File: config.mk
export PLATFORM = sky130hd
export DESIGN_NAME = ccff_bitstream_loader
export DESIGN_NICKNAME = d
export VERILOG_FILES = /design/src/rtl/ccff_bitstream_loader.sv
export SDC_FILE = /design/constraint.sdc
export NUM_CORES = 1
export LEC_CHECK = 0
export ABC_AREA = 1
export CORE_ASPECT_RATIO = 1.5
export CORE_UTILIZATION = 49
export DETAILED_ROUTE_END_ITERATION = 8
export PLACE_DENSITY = 0.71
export RECOVER_POWER = 25
export REMOVE_ABC_BUFFERS = 1
export SETUP_SLACK_MARGIN = 0.15
export SYNTH_ARGS = -nofsm -noshare
export SYNTH_HDL_FRONTEND = slang
export SYNTH_SLANG_ARGS = --single-unit
File: constraint.sdc
create_clock -name prog_clk -period 2.25 [get_ports prog_clk]
set_input_delay 0.45 -clock prog_clk [delete_from_list [all_inputs] [get_ports prog_clk]]
set_output_delay 0.45 -clock prog_clk [all_outputs]
set_load 0.01 [all_outputs]
File: src/rtl/ccff_bitstream_loader.sv
// Configuration-chain loader: serialises a valid/ready word stream onto ccff_head,
// gates the chain clock so it shifts only on real bits, then recirculates the chain
// once through ccff_tail and compares a CRC of what came out with a CRC of what went in.
module ccff_bitstream_loader #(
  parameter  int CHAIN_LEN = 48,
  parameter  int WORD_W    = 8,
  localparam int CNT_W     = $clog2(CHAIN_LEN + 1)
) (
  input  logic              prog_clk,
  input  logic              pReset,
  input  logic              start,
  input  logic [WORD_W-1:0] bs_data,
  input  logic              bs_valid,
  output logic              bs_ready,
  output logic              ccff_head,
  input  logic              ccff_tail,
  output logic              prog_clk_en,
  output logic              busy,
  output logic              done,
  output logic              error
);

  localparam int WC_W = $clog2(WORD_W + 1);

  typedef enum logic [2:0] {
    S_IDLE,
    S_LOAD,
    S_VERIFY,
    S_CHECK,
    S_DONE,
    S_ERROR
  } state_t;

  state_t            state;
  logic [CNT_W-1:0]  bits_left;   // LOAD: bits still to present; VERIFY: enables still to issue
  logic [WC_W-1:0]   word_left;   // bits of the current word not yet presented
  logic [WORD_W-1:0] shreg;       // remaining bits of the current word, MSB first
  logic              head_bit;    // registered bit presented to the chain head
  logic [15:0]       crc_load;
  logic [15:0]       crc_chk;

  // One CRC-16-CCITT step (poly 0x1021), one bit at a time.
  function automatic logic [15:0] crc_step(input logic [15:0] c, input logic b);
    logic fb;
    fb = c[15] ^ b;
    crc_step = {c[14:0], 1'b0} ^ (fb ? 16'h1021 : 16'h0000);
  endfunction

  // A new word is taken only when the previous one is fully presented and bits remain.
  assign bs_ready  = (state == S_LOAD) && (word_left == '0) && (bits_left != '0);
  // During verification the chain feeds back on itself so its contents survive.
  assign ccff_head = (state == S_VERIFY) ? ccff_tail : head_bit;

  // Controller: sequencing, serialisation, clock gating and both CRCs.
  always_ff @(posedge prog_clk or negedge pReset) begin
    if (!pReset) begin
      state       <= S_IDLE;
      bits_left   <= '0;
      word_left   <= '0;
      shreg       <= '0;
      head_bit    <= 1'b0;
      prog_clk_en <= 1'b0;
      crc_load    <= '0;
      crc_chk     <= '0;
      busy        <= 1'b0;
      done        <= 1'b0;
      error       <= 1'b0;
    end else begin
      case (state)
        S_IDLE, S_DONE, S_ERROR: begin
          if (start) begin
            state       <= S_LOAD;
            busy        <= 1'b1;
            done        <= 1'b0;
            error       <= 1'b0;
            bits_left   <= CNT_W'(CHAIN_LEN);
            word_left   <= '0;
            shreg       <= '0;
            prog_clk_en <= 1'b0;
            crc_load    <= 16'hFFFF;
            crc_chk     <= 16'hFFFF;
          end
        end

        S_LOAD: begin
          if (bits_left == '0) begin
            // Last bit shifts in on this edge; any unused word bits are dropped.
            state       <= S_VERIFY;
            prog_clk_en <= 1'b0;
            word_left   <= '0;
            bits_left   <= CNT_W'(CHAIN_LEN);
          end else if (word_left != '0) begin
            head_bit    <= shreg[WORD_W-1];
            shreg       <= shreg << 1;
            word_left   <= word_left - WC_W'(1);
            bits_left   <= bits_left - CNT_W'(1);
            prog_clk_en <= 1'b1;
            crc_load    <= crc_step(crc_load, shreg[WORD_W-1]);
          end else if (bs_valid) begin
            head_bit    <= bs_data[WORD_W-1];
            shreg       <= bs_data << 1;
            word_left   <= WC_W'(WORD_W - 1);
            bits_left   <= bits_left - CNT_W'(1);
            prog_clk_en <= 1'b1;
            crc_load    <= crc_step(crc_load, bs_data[WORD_W-1]);
          end else begin
            // Starved: hold the head bit and stop the chain clock.
            prog_clk_en <= 1'b0;
          end
        end

        S_VERIFY: begin
          if (prog_clk_en) begin
            crc_chk <= crc_step(crc_chk, ccff_tail);
          end
          if (bits_left != '0) begin
            prog_clk_en <= 1'b1;
            bits_left   <= bits_left - CNT_W'(1);
          end else begin
            prog_clk_en <= 1'b0;
            if (prog_clk_en) begin
              state <= S_CHECK;
            end
          end
        end

        S_CHECK: begin
          busy  <= 1'b0;
          done  <= (crc_chk == crc_load);
          error <= (crc_chk != crc_load);
          state <= (crc_chk == crc_load) ? S_DONE : S_ERROR;
        end

        default: state <= S_IDLE;
      endcase
    end
  end

endmodule

==> results.sh <==
export IMPL_ys_flop_type="dfrtp_1"
export IMPL_crit_fanout=10
export IMPL_maxCapViolCount=0
export IMPL_slew_violations=0
export IMPL_power_density_nw_per_um2=1530
export IMPL_topRoutingLayerUsed="met4"
export IMPL_async_reset_ff_share_pct=100
export IMPL_grt_start_max_net_pins=33
export IMPL_arrival_ns=1.58
export IMPL_skew_ns=0.00973
export IMPL_clk_latency_ns=0.35
export IMPL_setup_tns_ns=0
export IMPL_critPathRequiredTime_ns=1.80
export IMPL_grt_ovfl_total=0
export IMPL_area_growth_pct=19.8
export IMPL_cp_cell_sequence="inv_2 -> nand2_4 -> nor2_8 -> nand2_4 -> nor2_2 -> dlygate4sd2_1"
export IMPL_clkSinkCount=57
export IMPL_tightest_slew_ns=1.15
export IMPL_drcViolationCount=0
export IMPL_num_io_pins=19
export IMPL_utilization_pct=62.0
export IMPL_synth_seq_cells=57
export IMPL_ant_nets=0
export IMPL_grt_pass1_wl_um=11400
export IMPL_grt_pass1_vias=2522
export IMPL_drt_iter0_drc=185
export IMPL_outcome="completed"
export IMPL_n_fill_cell=519
export IMPL_yosysWarnings=0
export IMPL_critPathCaptureType="output pin"
export IMPL_netlist_instances=382
export IMPL_cts_tree="built"
export IMPL_drive_gt1_share_pct=14.9
export IMPL_crit_slowest_cell="dfrtp_1"
export IMPL_synth_area_top_cells="dfrtp_1, nand2_1, o21ai_0"
export IMPL_design_area_sq_um=3640
export IMPL_wl_per_cell_um=13.4
export IMPL_vias=2524
export IMPL_vias_per_cell=5.11
export IMPL_yosys_area_top_type="dfrtp_1"
export IMPL_cts_clk_slew_worst_paths_ns=0.07
export IMPL_route_met2_wl_um=3570
export IMPL_cts_buffer_depth=2
export IMPL_slew_headroom_pct=23.2
export IMPL_fp_dieH_um=98.5
export IMPL_routabilityCongestion=0.814
export IMPL_start_kind="flip-flop"
export IMPL_nNetsFinal=432
export IMPL_dp_hpwl_um=4710
export IMPL_regArea_sq_um=1430
export IMPL_setup_violations=0
export IMPL_die_x_um=66.3
export IMPL_ir_drop_v=0.000823
export IMPL_synth_edf_count=0
export IMPL_rows=34
export IMPL_start_util_pct=51.8
export IMPL_met1_length_um=2670
export IMPL_period_minus_slack_ns=2.03
export IMPL_cellLeakagePower_nw=1.83
export IMPL_track_usage_pct=23.2
export IMPL_cpPeakStageDelay_ns=0.38
export IMPL_worstSetupPathType="flip-flop to output pin"
export IMPL_avgSynthCellArea_sq_um=7.96
export IMPL_p_total_mw=5.58
export IMPL_ys_seq_area_share_pct=46.9
export IMPL_max_freq_ghz=0.494
export IMPL_instances_no_fill=494
export IMPL_cpMostUsedCell="nand2_4"
export IMPL_drt_first_pass_iters=4
export IMPL_drt_wl_total_um=6620
export IMPL_antenna_diode_count=0
export IMPL_fin_crit_sh_pct=90.0
export IMPL_synthesis_area_sq_um=3040
export IMPL_synth_distinct_cells=32
export IMPL_wl_met3_um=218
export IMPL_core_area_sq_um=5870
export IMPL_dp_cells=471
export IMPL_multi_input_area_sq_um=1340
export IMPL_hold_viol_final=0
export IMPL_io_buffers=18
export IMPL_holdCritPathClass="primary input to async pin"
export IMPL_yosys_area_top_type_share_pct=46.9
export IMPL_cts_buffers=9
export IMPL_antenna_found_initial=0
export IMPL_rsz0062_at_grt="false"
export IMPL_cts_root_buffer="clkbuf_8"
export IMPL_place_area_sq_um=3340
export IMPL_htreeDepth=3
export IMPL_dieArea_sq_um=6530
## cell families after synthesis
family | Yosys count | synth area share (%)
compound gates | 88 | 17.0
xor+xnor | 5 | 1.44
fa+ha+maj | 2 | 0.823
buf+inv | 77 | 10.1
flops | 57 | 46.9
simple gates | 153 | 23.7
## placed cells by master, fill, tap and decap left out, types with 2 or more instances in the layout
| master | count |
|---|---|
| a21oi_1 | 8 |
| a22oi_1 | 13 |
| a31oi_1 | 4 |
| buf_4 | 13 |
| bufinv_16 | 2 |
| clkbuf_8 | 10 |
| clkdlybuf4s50_1 | 15 |
| clkinvlp_4 | 3 |
| dfrtp_1 | 56 |
| dlygate4sd2_1 | 2 |
| ha_4 | 2 |
| inv_1 | 60 |
| inv_2 | 6 |
| inv_4 | 2 |
| nand2_1 | 103 |
| nand2_4 | 2 |
| nand3_1 | 12 |
| nor2_1 | 22 |
| nor2_2 | 2 |
| nor2_4 | 2 |
| nor2_8 | 2 |
| o21ai_0 | 50 |
| o21ai_2 | 8 |
| o22ai_1 | 3 |
| xor2_1 | 4 |
## metrics by stage
stage / hold WS (ns) / setup WS (ns)
after floorplan: 0.154 / 0.389
after global placement: 0.463 / 0.131
after detailed placement: 0.456 / 0.0997
after CTS: 0.0767 / 0.0859
after global routing: 0.422 / 0.118
final: 0.305 / 0.224
## flip-flops by register name (all words and copies together) (netlist names), 3 cells and up
name / flops
word_left: 4
shreg: 7
crc_load: 16
state: 3
bits_left: 6
crc_chk: 16
## synthesized netlist by cell type (3+ instances only)
master	n
buf_2	5
a22oi_1	13
clkbuf_1	3
xor2_1	4
dfrtp_1	57
o22ai_1	3
nor2_1	23
o21ai_2	8
o21ai_0	50
nand3_1	12
a21oi_1	8
inv_2	4
nand2_1	103
inv_1	62
a31oi_1	4
## path summary, 6_finish.rpt
check | slack, ns | start | end | cells after the start
worst max-delay path | 0.22 | state[2]$_DFFE_PN0P_ | bs_ready | 6
worst min-delay path | 0.30 | pReset | crc_load[13]$_DFFE_PN0P_ | 1
worst max register to register | 0.48 | word_left[0]$_DFFE_PN0P_ | word_left[0]$_DFFE_PN0P_ | 8
worst min register to register | 0.49 | busy$_DFFE_PN0P_ | busy$_DFFE_PN0P_ | 2
max in group asynchronous | 0.73 | pReset | state[1]$_DFFE_PN0P_ | 2
min in group prog_clk | 0.49 | busy$_DFFE_PN0P_ | busy$_DFFE_PN0P_ | 2
## critical path, delay by kind of cell (launching register included)
family                 cells  cell delay [ns]
AND/OR/NAND/NOR            4             0.46
flip-flops                 1             0.38
buffers and inverters      2             0.38
## cell type report
class	instances	share of cell area (%)
multi-input combinational	248	36.8
clock buffer	10	3.78
timing repair buffer	33	8.07
tap	72	2.47
inverter	68	7.15
sequential	57	39.2
clock inverter	6	2.51
## metal layers
metal  global-route usage [%]  vias up
li1                         -     1286
met1                     26.4     1178
met2                     40.2       47
met3                     5.90       13
met4                     10.1        0
met5                        0        -
## timing repair
action | 4_1_cts | 5_1_grt
hold buffers | 0 | 0
hold endpoints to repair | 0 | 0
gates resized for setup | 4 | 7
setup endpoints to repair | 2 | 1
pin swaps | 0 | 2
buffers inserted | 0 | 7
## power by group
part | switching [mW] | internal (mW)
Clock | 0.443 | 0.654
Sequential | 0.288 | 1.44
Combinational | 1.73 | 1.04
Total | 2.46 | 3.13
(Power assumes the default switching activity.)
==> patch (same settings) <==
Change the parameter `CHAIN_LEN` from 48 to 96.
--- a/src/rtl/ccff_bitstream_loader.sv
+++ b/src/rtl/ccff_bitstream_loader.sv
@@ -4,3 +4,3 @@
 module ccff_bitstream_loader #(
-  parameter  int CHAIN_LEN = 48,
+  parameter  int CHAIN_LEN = 96,
   parameter  int WORD_W    = 8,
Formal check against the unedited RTL: no difference found for any inputs over 10 cycles, from zero or initial values and one cycle with pReset low; that may be too few to reach the edited logic, so the function may still have changed.
==> patch against the original RTL <==
Cell area down 1.2%. Utilization down 3.8 points. Global-route usage fell by 0.99 points. Largest cell class unchanged. Sequential cell count rose by 1. Setup slack improved by 0.15 ns. Wire length decreased by 1.5%. Total power shrank 2.9%. Synthesized area is 3.7% higher.
==> patch: results (changes against the original RTL) <==
- Synth unique cells: 34 (was 32)
- First-pass GRT wire length: 11260 um (was 11350 um)
- Vias in the first global route: 2510 (was 2522)
- Wl on met1: 2848 um (was 2670 um)
- Synth top cells by count: nand2_1 (116), dfrtp_1 (58), inv_1 (53) (was nand2_1 (103), inv_1 (62), dfrtp_1 (57))
- Post-Syn Instances: 401 (was 382)
- Top post-synthesis cells by area: dfrtp_1 (46%), nand2_1 (14%), inv_1 (6.3%) (was dfrtp_1 (47%), nand2_1 (13%), o21ai_0 (8.2%))
- Clk_skew: 0.004422 ns (was 0.009727 ns)
- Final wirelength: 6518 um (was 6616 um)
- Status: finished, final reports clean (unchanged)
- Final GP Congestion: 0.7814 (was 0.8137)
- Sequential cell area fraction in the yosys report: 46.05% (was 46.91%)
- Worst slew margin: 3.836% (was 23.19%)
- HPWL after DPL: 4567 um (was 4712 um)
- Placed Cells: 489 (was 471)
- Maximum vdd drop: 740.1 uV (was 823.5 uV)
- Largest net degree at the start of global routing: 59 (was 33)
- Clock Latency Late Sink: 0.33 ns (was 0.35 ns)
- Largest regs: crc_chk x16, crc_load x16 (was crc_chk x16, crc_load x16, shreg x7)
- Share of cells above drive strength 1: 13.89% (was 14.93%)
- Post-route insts no fill: 506 (was 494)
- WL met2: 3404 um (was 3569 um)
- Crit Path Max Fanout: 3 (was 10)
- Post-CTS Setup Bufs: 1 (was 0)
- Post-CTS Resized: 5 (was 4)
- DP Worst Slack: 0.1074 ns (was 0.09973 ns)
## patch: cell count changes after synthesis, moves of 4 or more
| cell | change |
|---|---|
| buf_6 | +5 |
| nand3_1 | +8 |
| nor2_1 | -4 |
| o211ai_1 | +7 |
| a21oi_1 | -6 |
| or2_2 | +6 |
| nand2_2 | +4 |
| inv_1 | -9 |
| o21ai_1 | +22 |
| a31oi_1 | -4 |
| o21ai_2 | -7 |
| o21ai_0 | -14 |
| nand2_1 | +13 |
## patch: path summary, 6_finish.rpt
path | slack [ns] | startpoint | depth (start not counted) | end
max | 0.37 | state[2]$_DFFE_PN0P_ | 6 | bs_ready
min | 0.47 | shreg[1]$_DFFE_PN0P_ | 2 | shreg[1]$_DFFE_PN0P_
max reg2reg | 0.50 | word_left[0]$_DFFE_PN0P_ | 9 | bits_left[3]$_DFFE_PN0P_
min reg2reg | 0.47 | shreg[1]$_DFFE_PN0P_ | 2 | shreg[1]$_DFFE_PN0P_
max in group asynchronous | 0.75 | pReset | 2 | state[1]$_DFFE_PN0P_
min in group asynchronous | 0.54 | pReset | 2 | bits_left[2]$_DFFE_PN0P_
## patch: critical path, stage by stage (launching register included)
cell	delay, ns
dfrtp_1	0.41
nor2_2	0.15
inv_2	0.08
nor2_4	0.12
nand2_4	0.09
nor2_1	0.11
clkbuf_2	0.14
## patch: cell type report
cell class / count / area [um2] / area share, %
flip-flops and latches: 58 / 1453 / 40.37
multi-input cells: 271 / 1383 / 38.42
repair buffers: 26 / 251.5 / 6.989
inverters: 61 / 232.7 / 6.467
clock buffers: 11 / 131.4 / 3.651
well taps: 74 / 92.59 / 2.573
clock inverters: 5 / 55.05 / 1.530
## patch: power by group
| part | internal (mW) | total, mW | switching (mW) |
|---|---|---|---|
| Sequential | 1.44 | 1.69 | 0.246 |
| Clock | 0.508 | 0.918 | 0.411 |
| Combinational | 1.02 | 2.81 | 1.79 |
| Total | 2.97 | 5.42 | 2.45 |
## patch: per-layer routing
layer | track usage [%] | vias up
li1 | - | 1337
met1 | 26.24 | 1205
met2 | 38.84 | 30
met3 | 4.091 | 12
met4 | 8.347 | 0
met5 | 0 | -
## patch: stage by stage
step                      instance area (um2)  hold WS, ns
after CTS                                3615       0.1184
after detailed placement                 3417       0.4600
after global routing                     3598       0.5158
after global placement                   3417       0.4555
final                                    3598       0.4709
after floorplan                          3059       0.1544
## patch: cells by family (layout without fill, tap and decap cells)
kind of cell             Yosys count  count (layout)  synth area share [%]
XOR/XNOR                           3               3                0.8338
AO/OA/AOI/OAI                     84              84                 15.76
adder cells (fa/ha/maj)            3               3                 1.191
flip-flops                        58              58                 46.05
AND/OR/NAND/NOR                  181             181                 25.84
buffers and inverters             72             103                 10.32
